<file path="src/rtl/vga_timing_pkg.sv">
// Shared constants for the VGA raster timing generator: 640x480@60 defaults,
// derived totals/sync windows, counter width and a width helper.
package vga_timing_pkg;

  localparam int unsigned CNT_W = 10;

  // 640x480@60 Hz timing, in pixels (horizontal) and lines (vertical)
  localparam int unsigned H_ACTIVE = 640;
  localparam int unsigned H_FP     = 16;
  localparam int unsigned H_SYNC   = 96;
  localparam int unsigned H_BP     = 48;
  localparam int unsigned V_ACTIVE = 480;
  localparam int unsigned V_FP     = 10;
  localparam int unsigned V_SYNC   = 2;
  localparam int unsigned V_BP     = 33;

  localparam int unsigned H_TOTAL  = H_ACTIVE + H_FP + H_SYNC + H_BP;
  localparam int unsigned V_TOTAL  = V_ACTIVE + V_FP + V_SYNC + V_BP;
  localparam int unsigned HS_START = H_ACTIVE + H_FP;
  localparam int unsigned HS_END   = HS_START + H_SYNC;
  localparam int unsigned VS_START = V_ACTIVE + V_FP;
  localparam int unsigned VS_END   = VS_START + V_SYNC;

  // Bits needed to count 0..n-1, never less than one bit
  function automatic int unsigned cnt_width(input int unsigned n);
    return (n <= 1) ? 1 : $clog2(n);
  endfunction

endpackage

</file>
<file path="src/rtl/pixel_prescaler.sv">
// Divides the system clock into a pixel-rate strobe. The strobe is the
// combinational "advance now" condition; the caller registers it.
module pixel_prescaler
  import vga_timing_pkg::cnt_width;
#(
  parameter int unsigned CLK_DIV = 2
) (
  input  logic clk,
  input  logic rst,
  input  logic en,
  output logic tick
);

  localparam int unsigned W = cnt_width(CLK_DIV);
  localparam logic [W-1:0] LAST = W'(CLK_DIV - 1);

  if (CLK_DIV < 1) begin : g_bad_div
    $error("pixel_prescaler: CLK_DIV must be at least 1");
  end

  logic [W-1:0] cnt_q, cnt_d;

  // Strobe on the last phase; the count holds while en is low
  always_comb begin
    tick  = en && (cnt_q == LAST);
    cnt_d = cnt_q;
    if (en) begin
      cnt_d = tick ? '0 : cnt_q + W'(1);
    end
  end

  // Phase counter register
  always_ff @(posedge clk or posedge rst) begin
    if (rst) begin
      cnt_q <= '0;
    end else begin
      cnt_q <= cnt_d;
    end
  end

endmodule

</file>
<file path="src/rtl/vga_timing_gen.sv">
// VGA raster timing: pixel strobe, h/v counters, sync pulses, blanking and
// line/frame start markers, all registered together so they stay aligned.
module vga_timing_gen
  import vga_timing_pkg::CNT_W;
#(
  parameter int unsigned H_ACTIVE = vga_timing_pkg::H_ACTIVE,
  parameter int unsigned H_FP     = vga_timing_pkg::H_FP,
  parameter int unsigned H_SYNC   = vga_timing_pkg::H_SYNC,
  parameter int unsigned H_BP     = vga_timing_pkg::H_BP,
  parameter int unsigned V_ACTIVE = vga_timing_pkg::V_ACTIVE,
  parameter int unsigned V_FP     = vga_timing_pkg::V_FP,
  parameter int unsigned V_SYNC   = vga_timing_pkg::V_SYNC,
  parameter int unsigned V_BP     = vga_timing_pkg::V_BP,
  parameter int unsigned CLK_DIV  = 2,
  parameter bit          SYNC_POL = 1'b0
) (
  input  logic             clk,
  input  logic             rst,
  input  logic             en,
  output logic             pix_tick,
  output logic [CNT_W-1:0] hcount,
  output logic [CNT_W-1:0] vcount,
  output logic             hsync,
  output logic             vsync,
  output logic             blank,
  output logic             line_start,
  output logic             frame_start
);

  localparam int unsigned H_TOTAL = H_ACTIVE + H_FP + H_SYNC + H_BP;
  localparam int unsigned V_TOTAL = V_ACTIVE + V_FP + V_SYNC + V_BP;

  if ((H_TOTAL > (1 << CNT_W)) || (V_TOTAL > (1 << CNT_W))) begin : g_bad_total
    $error("vga_timing_gen: H_TOTAL/V_TOTAL exceed the 10-bit counter range");
  end

  // Sync windows use inclusive upper bounds so a window ending at 1024 still fits
  localparam logic [CNT_W-1:0] H_LAST   = CNT_W'(H_TOTAL - 1);
  localparam logic [CNT_W-1:0] V_LAST   = CNT_W'(V_TOTAL - 1);
  localparam logic [CNT_W-1:0] H_ACT    = CNT_W'(H_ACTIVE);
  localparam logic [CNT_W-1:0] V_ACT    = CNT_W'(V_ACTIVE);
  localparam logic [CNT_W-1:0] HS_FIRST = CNT_W'(H_ACTIVE + H_FP);
  localparam logic [CNT_W-1:0] HS_LAST  = CNT_W'(H_ACTIVE + H_FP + H_SYNC - 1);
  localparam logic [CNT_W-1:0] VS_FIRST = CNT_W'(V_ACTIVE + V_FP);
  localparam logic [CNT_W-1:0] VS_LAST  = CNT_W'(V_ACTIVE + V_FP + V_SYNC - 1);
  localparam logic             SYNC_ON  = SYNC_POL;
  localparam logic             SYNC_OFF = ~SYNC_POL;

  logic             adv;
  logic             pix_tick_q, pix_tick_d;
  logic [CNT_W-1:0] hcount_q, hcount_d;
  logic [CNT_W-1:0] vcount_q, vcount_d;
  logic             hsync_q, hsync_d;
  logic             vsync_q, vsync_d;
  logic             blank_q, blank_d;
  logic             line_start_q, line_start_d;
  logic             frame_start_q, frame_start_d;

  pixel_prescaler #(
    .CLK_DIV (CLK_DIV)
  ) u_prescaler (
    .clk  (clk),
    .rst  (rst),
    .en   (en),
    .tick (adv)
  );

  // Next counter values, then sync/blank decoded from those next values so
  // every output lands on the same edge as the counter it describes
  always_comb begin
    hcount_d      = hcount_q;
    vcount_d      = vcount_q;
    line_start_d  = 1'b0;
    frame_start_d = 1'b0;
    pix_tick_d    = adv;

    if (adv) begin
      if (hcount_q == H_LAST) begin
        hcount_d     = '0;
        line_start_d = 1'b1;
        if (vcount_q == V_LAST) begin
          vcount_d      = '0;
          frame_start_d = 1'b1;
        end else begin
          vcount_d = vcount_q + CNT_W'(1);
        end
      end else begin
        hcount_d = hcount_q + CNT_W'(1);
      end
    end

    hsync_d = ((hcount_d >= HS_FIRST) && (hcount_d <= HS_LAST)) ? SYNC_ON : SYNC_OFF;
    vsync_d = ((vcount_d >= VS_FIRST) && (vcount_d <= VS_LAST)) ? SYNC_ON : SYNC_OFF;
    blank_d = (hcount_d >= H_ACT) || (vcount_d >= V_ACT);
  end

  // Raster state and output registers
  always_ff @(posedge clk or posedge rst) begin
    if (rst) begin
      pix_tick_q    <= 1'b0;
      hcount_q      <= '0;
      vcount_q      <= '0;
      hsync_q       <= SYNC_OFF;
      vsync_q       <= SYNC_OFF;
      blank_q       <= 1'b0;
      line_start_q  <= 1'b0;
      frame_start_q <= 1'b0;
    end else begin
      pix_tick_q    <= pix_tick_d;
      hcount_q      <= hcount_d;
      vcount_q      <= vcount_d;
      hsync_q       <= hsync_d;
      vsync_q       <= vsync_d;
      blank_q       <= blank_d;
      line_start_q  <= line_start_d;
      frame_start_q <= frame_start_d;
    end
  end

  assign pix_tick    = pix_tick_q;
  assign hcount      = hcount_q;
  assign vcount      = vcount_q;
  assign hsync       = hsync_q;
  assign vsync       = vsync_q;
  assign blank       = blank_q;
  assign line_start  = line_start_q;
  assign frame_start = frame_start_q;

endmodule

</file>
<file path="config.mk">
export PLATFORM = sky130hd
export DESIGN_NAME = vga_timing_gen
export DESIGN_NICKNAME = d
export VERILOG_FILES = /design/src/rtl/vga_timing_pkg.sv /design/src/rtl/pixel_prescaler.sv /design/src/rtl/vga_timing_gen.sv
export SDC_FILE = /design/constraint.sdc
export NUM_CORES = 1
export LEC_CHECK = 0
export CORE_MARGIN = 2
export CORE_UTILIZATION = 50
export DETAILED_ROUTE_END_ITERATION = 16
export GPL_TIMING_DRIVEN = 1
export PLACE_DENSITY = 0.76
export SYNTH_ARGS = -nofsm -noshare
export SYNTH_HDL_FRONTEND = slang
export SYNTH_HIERARCHICAL = 1
export SYNTH_SLANG_ARGS = --single-unit
</file>
<file path="constraint.sdc">
create_clock -name clk -period 3 [get_ports clk]
set_clock_uncertainty 0.15 [all_clocks]
set_input_delay 0.45 -clock clk [delete_from_list [all_inputs] [get_ports clk]]
set_output_delay 0.45 -clock clk [all_outputs]
set_load 0.005 [all_outputs]
</file>
---- After elaboration in Yosys (flattened, before gate mapping) ----
Cells that the tools add are included.
word-level totals
  register bits after elaboration ......... 27
  input bits .............................. 3
  word-level logic and storage cells ...... 37
cells by class
  add/subtract/negate cells ............... 3
  order comparisons ....................... 6
  eq/ne operators ......................... 2
  mux-type cells .......................... 13
  reductions and logical operators ........ 4
operators by type and width
  kind                                                                 count
  2-to-1 mux 10 bit                                                    5
  adder 10 x 1 -> 10 bit (second input constant)                       2
  equality test 10 bit (second input constant)                         2
  greater-or-equal comparator 10 bit (second input constant)           2
  greater-or-equal comparator 10 x 9 -> 1 bit (second input constant)  2
  <= comparator 10 bit (second input constant)                         1
  <= comparator 10 x 9 -> 1 bit (second input constant)                1
  2-to-1 mux 1 bit                                                     8
  logical AND 1 bit                                                    3
  adder 1 bit (second input constant)                                  1
  logical OR 1 bit                                                     1

---- Depth between registers and ports, before layout ----
  depth after elaboration ................. 7
  depth in mapped cells ................... 10
  gate-level depth less buffers ........... 8

---- Hierarchy ----
Netlist, hierarchy kept.
by module, submodules not included
  module           times used  cells each  area an instance (µm²)
  vga_timing_gen   1           130         1,343.8
  pixel_prescaler  1           4           45.0

---- Worst setup path after synthesis ----
OpenSTA, ideal clock, no wires.
  kind .................................... in2reg
  start ................................... input en
  end ..................................... register vsync_q (netlist: vsync)
  library setup time ...................... 0.094 ns
  arrival ................................. 2.339 ns
  setup slack ............................. 0.417 ns
  stages on the path ...................... 8
  buffers on the path ..................... 2
  cells stage by stage .................... and2_2 -> buf_4 -> nand2_4 -> or4_4 -> buf_6 -> o41ai_1 -> o211ai_1 -> or4_1
between the ends
  longest elaborated chain between the ends .. 5
  elaborated cells between the ends (all ways) .. 6
  those cells by class .................... order compare: 2; mux: 2; reduce/logical: 2
ends and longest elaborated chain
  element                                                                                              line                   RTL
  start, declared                                                                                      vga_timing_gen.sv:19   input logic en,
  logical AND 1 bit (*)                                                                                pixel_prescaler.sv:25  tick = en && (cnt_q == LAST);
  2-to-1 mux 10 bit (*)                                                                                vga_timing_gen.sv:77   if (adv) begin
  greater-or-equal comparator 10 x 9 -> 1 bit / <= comparator 10 x 9 -> 1 bit (equally long branches)  vga_timing_gen.sv:93   vsync_d = ((vcount_d >= VS_FIRST) && (vcount_d <= VS_LAST)) ? SYNC_ON : SYNC_OFF;
  logical AND 1 bit (*)                                                                                vga_timing_gen.sv:93
  2-to-1 mux 1 bit (*)                                                                                 vga_timing_gen.sv:93
  via vsync_d                                                                                          vga_timing_gen.sv:54   logic vsync_q, vsync_d;
  end signal, assigned                                                                                 vga_timing_gen.sv:113  vsync_q <= vsync_d;
  end, declared                                                                                        vga_timing_gen.sv:54
The timed path passes the listed nets; every way through them passes the cells marked *.
A chain may end at the register's enable or synchronous reset.

---- Final worst setup path ----
  start ................................... input en
  end ..................................... register vsync_q (netlist: vsync)
between the ends
  longest elaborated chain between the ends .. 5
  elaborated cells between the ends (all ways) .. 6
  those cells by class .................... order compare: 2; mux: 2; reduce/logical: 2
ends and longest elaborated chain
  element                                                                                              line                   RTL
  logical AND 1 bit (*)                                                                                pixel_prescaler.sv:25
  via adv                                                                                              vga_timing_gen.sv:49   logic adv;
  2-to-1 mux 10 bit (*)                                                                                vga_timing_gen.sv:77
  greater-or-equal comparator 10 x 9 -> 1 bit / <= comparator 10 x 9 -> 1 bit (equally long branches)  vga_timing_gen.sv:93
  logical AND 1 bit (*)                                                                                vga_timing_gen.sv:93
  2-to-1 mux 1 bit (*)                                                                                 vga_timing_gen.sv:93
  via vsync_d                                                                                          vga_timing_gen.sv:54
Marks and branches as above.

==> impl_metrics.py <==
metrics = {
    "clock_network": {
        "root_buffer": "clkbuf_4",
        "cts_tree": "yes",
        "cts_post_setup_buffers_inserted": 0,
        "post_cts_resized": 0,
        "max-clock-path-buffers": 2,
        "postCtsHoldBufs": 0,
        "cts.sinks": 27,
        "clk_pin_slew_ps": 140,
        "worstSkewPairLatency_ps": 330,
        "htreeDepth": 1,
        "cts_buffers": 3,
    },
    "job": {
        "drv_cap": 0,
    },
    "synthesis": {
        "synth_xor_area_share_pct": 9.37,
        "synth_top_cell_area_share_pct": 45.0,
        "synthAdderAreaFrac_pct": 2.70,
        "synth_edf_count": 0,
        "ys_warn_count": 6,
        "synth-simple-area-share_pct": 23.4,
        "ys_seq_area_share_pct": 48.8,
        "synth_mux_area_share_pct": 1.53,
        "ys.flop_type": "dfrtp_1",
        "synth_top_area_cell": "dfrtp_1",
        "async_flop_share_pct": 100,
        "ys_ff_latch": 27,
        "synth-compound-area-share_pct": 8.74,
        "synth_common_cells": "dfrtp_1 (25), nor2_1 (13), nand2_1 (12)",
        "synth_area_per_cell_um2": 10.4,
        "synth_top_family_by_area": "simple AND/OR/NAND/NOR gates",
        "synth.most_common_cell": "dfrtp_1",
        "synth_cell_type_count": 43,
        "syn_nets": 140,
        "syn_area_um2": 1390,
        "synthTopCellsByArea": "dfrtp_1 (45%), xnor2_1 (5.7%), dfstp_2 (3.8%)",
        "syn_inst": 134,
    },
    "floorplan": {
        "design.core.area_um2": 2690,
        "num_rows": 19,
        "die-area_um2": 3220,
        "io_pins": 29,
        "dieWidth_um": 56.7,
        "start_util_pct": 51.7,
        "die-height_um": 56.7,
    },
    "final_layout": {
        "fillers": 224,
        "final_area_um2": 1750,
        "syn_to_final_growth_pct": 26.0,
        "multi_input_area_um2": 636,
        "drive_gt1_share_pct": 13.2,
        "final-seq-area_um2": 678,
        "antenna_cells": 0,
        "nets": 174,
    },
    "setup_path": {
        "criticalPathCategory": "in2reg",
        "crit_fanout": 5,
        "critPathArrivalTime_ps": 2760,
        "crit_slowest_cell": "or4_4",
        "slowest_delay_ps": 560,
        "critPathCaptureType": "flop",
        "required_ps": 3120,
        "crit_path_start_kind": "input port",
        "path_cells": "clkdlybuf4s50_1 -> and2_2 -> nand2_4 -> or4_4 -> o41ai_1 -> o211ai_1 -> or4_1",
    },
    "power": {
        "max-vdd-ir-drop_mv": 0.496,
        "power.total_uw": 857,
        "powerDensity_nw_per_um2": 490,
        "p_leak_uw": 0.000761,
    },
    "drt": {
        "postRouteWirelength_mm": 2.78,
        "wl_per_cell_um": 14.0,
        "drtIter0Drc": 46,
        "vias": 1107,
        "vias_per_cell": 5.59,
        "drc": 0,
        "antenna_left": 0,
        "first_pass_iters": 4,
    },
    "hold_path": {
        "hp-class": "in2async",
    },
    "sta": {
        "slew_headroom_pct": 60.3,
        "rsz0062_at_grt": "no",
        "worst_slew_pin_slew_ps": 595,
        "setup_tns_ps": 0,
        "max_freq_mhz": 378,
        "fin_ws_ps": 357,
        "slew_violations": 0,
        "finalCritPeriodShare_pct": 88.1,
        "min_period_ps": 2640,
        "final_hold_viol_count": 0,
        "setup_viol": 0,
    },
    "global_route": {
        "grtUsageTotal_pct": 19.4,
        "grt_pass1_vias": 1056,
        "grt_first_pass_wirelength_mm": 4.75,
        "antenna_found_initial": 0,
        "grt_max_degree": 17,
        "grt_remaining_overflow": 0,
    },
    "run_status": {
        "status": "complete, no violations",
    },
    "placement": {
        "dpl.hpwl_mm": 2.09,
        "io_buffers": 28,
        "place_ws_ps": -15.4,
        "routabilityCongestion": 0.787,
        "place_area_um2": 1720,
    },
}
report_power, final:
| group | switching [µW] | total (µW) | internal (µW) |
|---|---|---|---|
| Combinational | 89.1 | 223 | 134 |
| Sequential | 60.3 | 474 | 413 |
| Clock | 108 | 160 | 52.3 |
| Total | 257 | 857 | 600 |
sequential cells by signal, indices dropped and copies added (netlist names):
| register | count |
|---|---|
| blank | 1 |
| frame_start | 1 |
| hcount | 10 |
| hsync | 1 |
| line_start | 1 |
| pix_tick | 1 |
| u_prescaler/cnt_q | 1 |
| vcount | 10 |
| vsync | 1 |
worst max-delay path: cells and delay by family:
family,cells,cell delay [ps]
and+or+nand+nor,4,1280
AOI/OAI and AO/OA,2,540
buffers and inverters,1,500
cell type report:
cell class	count	area share, %
flip-flops and latches	27	38.7
repair buffers	35	19.0
well taps	31	2.22
clock buffers	4	1.50
multi-input cells	92	36.3
inverters	9	2.22
cell usage in the layout (no fill, tap or decap), types with 4 or more instances in the layout:
cell type / count
clkdlybuf4s50_1: 28
dfrtp_1: 25
nor2_1: 13
nand2_1: 12
xnor2_1: 9
inv_1: 8
buf_4: 7
o21ai_0: 6
nand4_1: 6
nand3_1: 5
xor2_1: 4
path summary, 6_finish.rpt:
kind	cells after the start	end	start	slack, ps
worst max-delay path	7	vsync$_DFF_PP1_	en	360
worst min-delay path	2	u_prescaler/cnt_q$_DFFE_PP0P_	rst	130
worst max register to register	6	vsync$_DFF_PP1_	hcount[0]$_DFF_PP0_	450
worst min register to register	1	u_prescaler/cnt_q$_DFFE_PP0P_	u_prescaler/cnt_q$_DFFE_PP0P_	340
max in group asynchronous	3	vsync$_DFF_PP1_	rst	1690
min in group clk	1	u_prescaler/cnt_q$_DFFE_PP0P_	u_prescaler/cnt_q$_DFFE_PP0P_	340
per-layer routing:
layer	vias to the layer above	wire, µm	track usage (%)
met1	534	1290	26.8
met3	5	123	2.76
met5	-	0	0
li1	531	-	-
met4	0	57	9.52
met2	37	1310	29.7
cell families (layout without fill, tap and decap cells):
logic type / count (synthesis) / count (layout)
buf+inv: 15 / 48
compound gates: 16 / 16
xor+xnor: 14 / 14
simple gates: 57 / 57
mux: 2 / 2
fa+ha+maj: 3 / 3
flops: 27 / 27
stage by stage:
| step | instances | hold slack [ps] | utilization (%) |
|---|---|---|---|
| finish | 198 | 132 | 65.2 |
| global route | 198 | 133 | 65.2 |
| CTS | 198 | 130 | 65.2 |
| detailed placement | 194 | 336 | 64.2 |
| global placement | 194 | 298 | 64.2 |
| floorplan | 134 | 28.7 | - |
(Power assumes the default switching activity.)
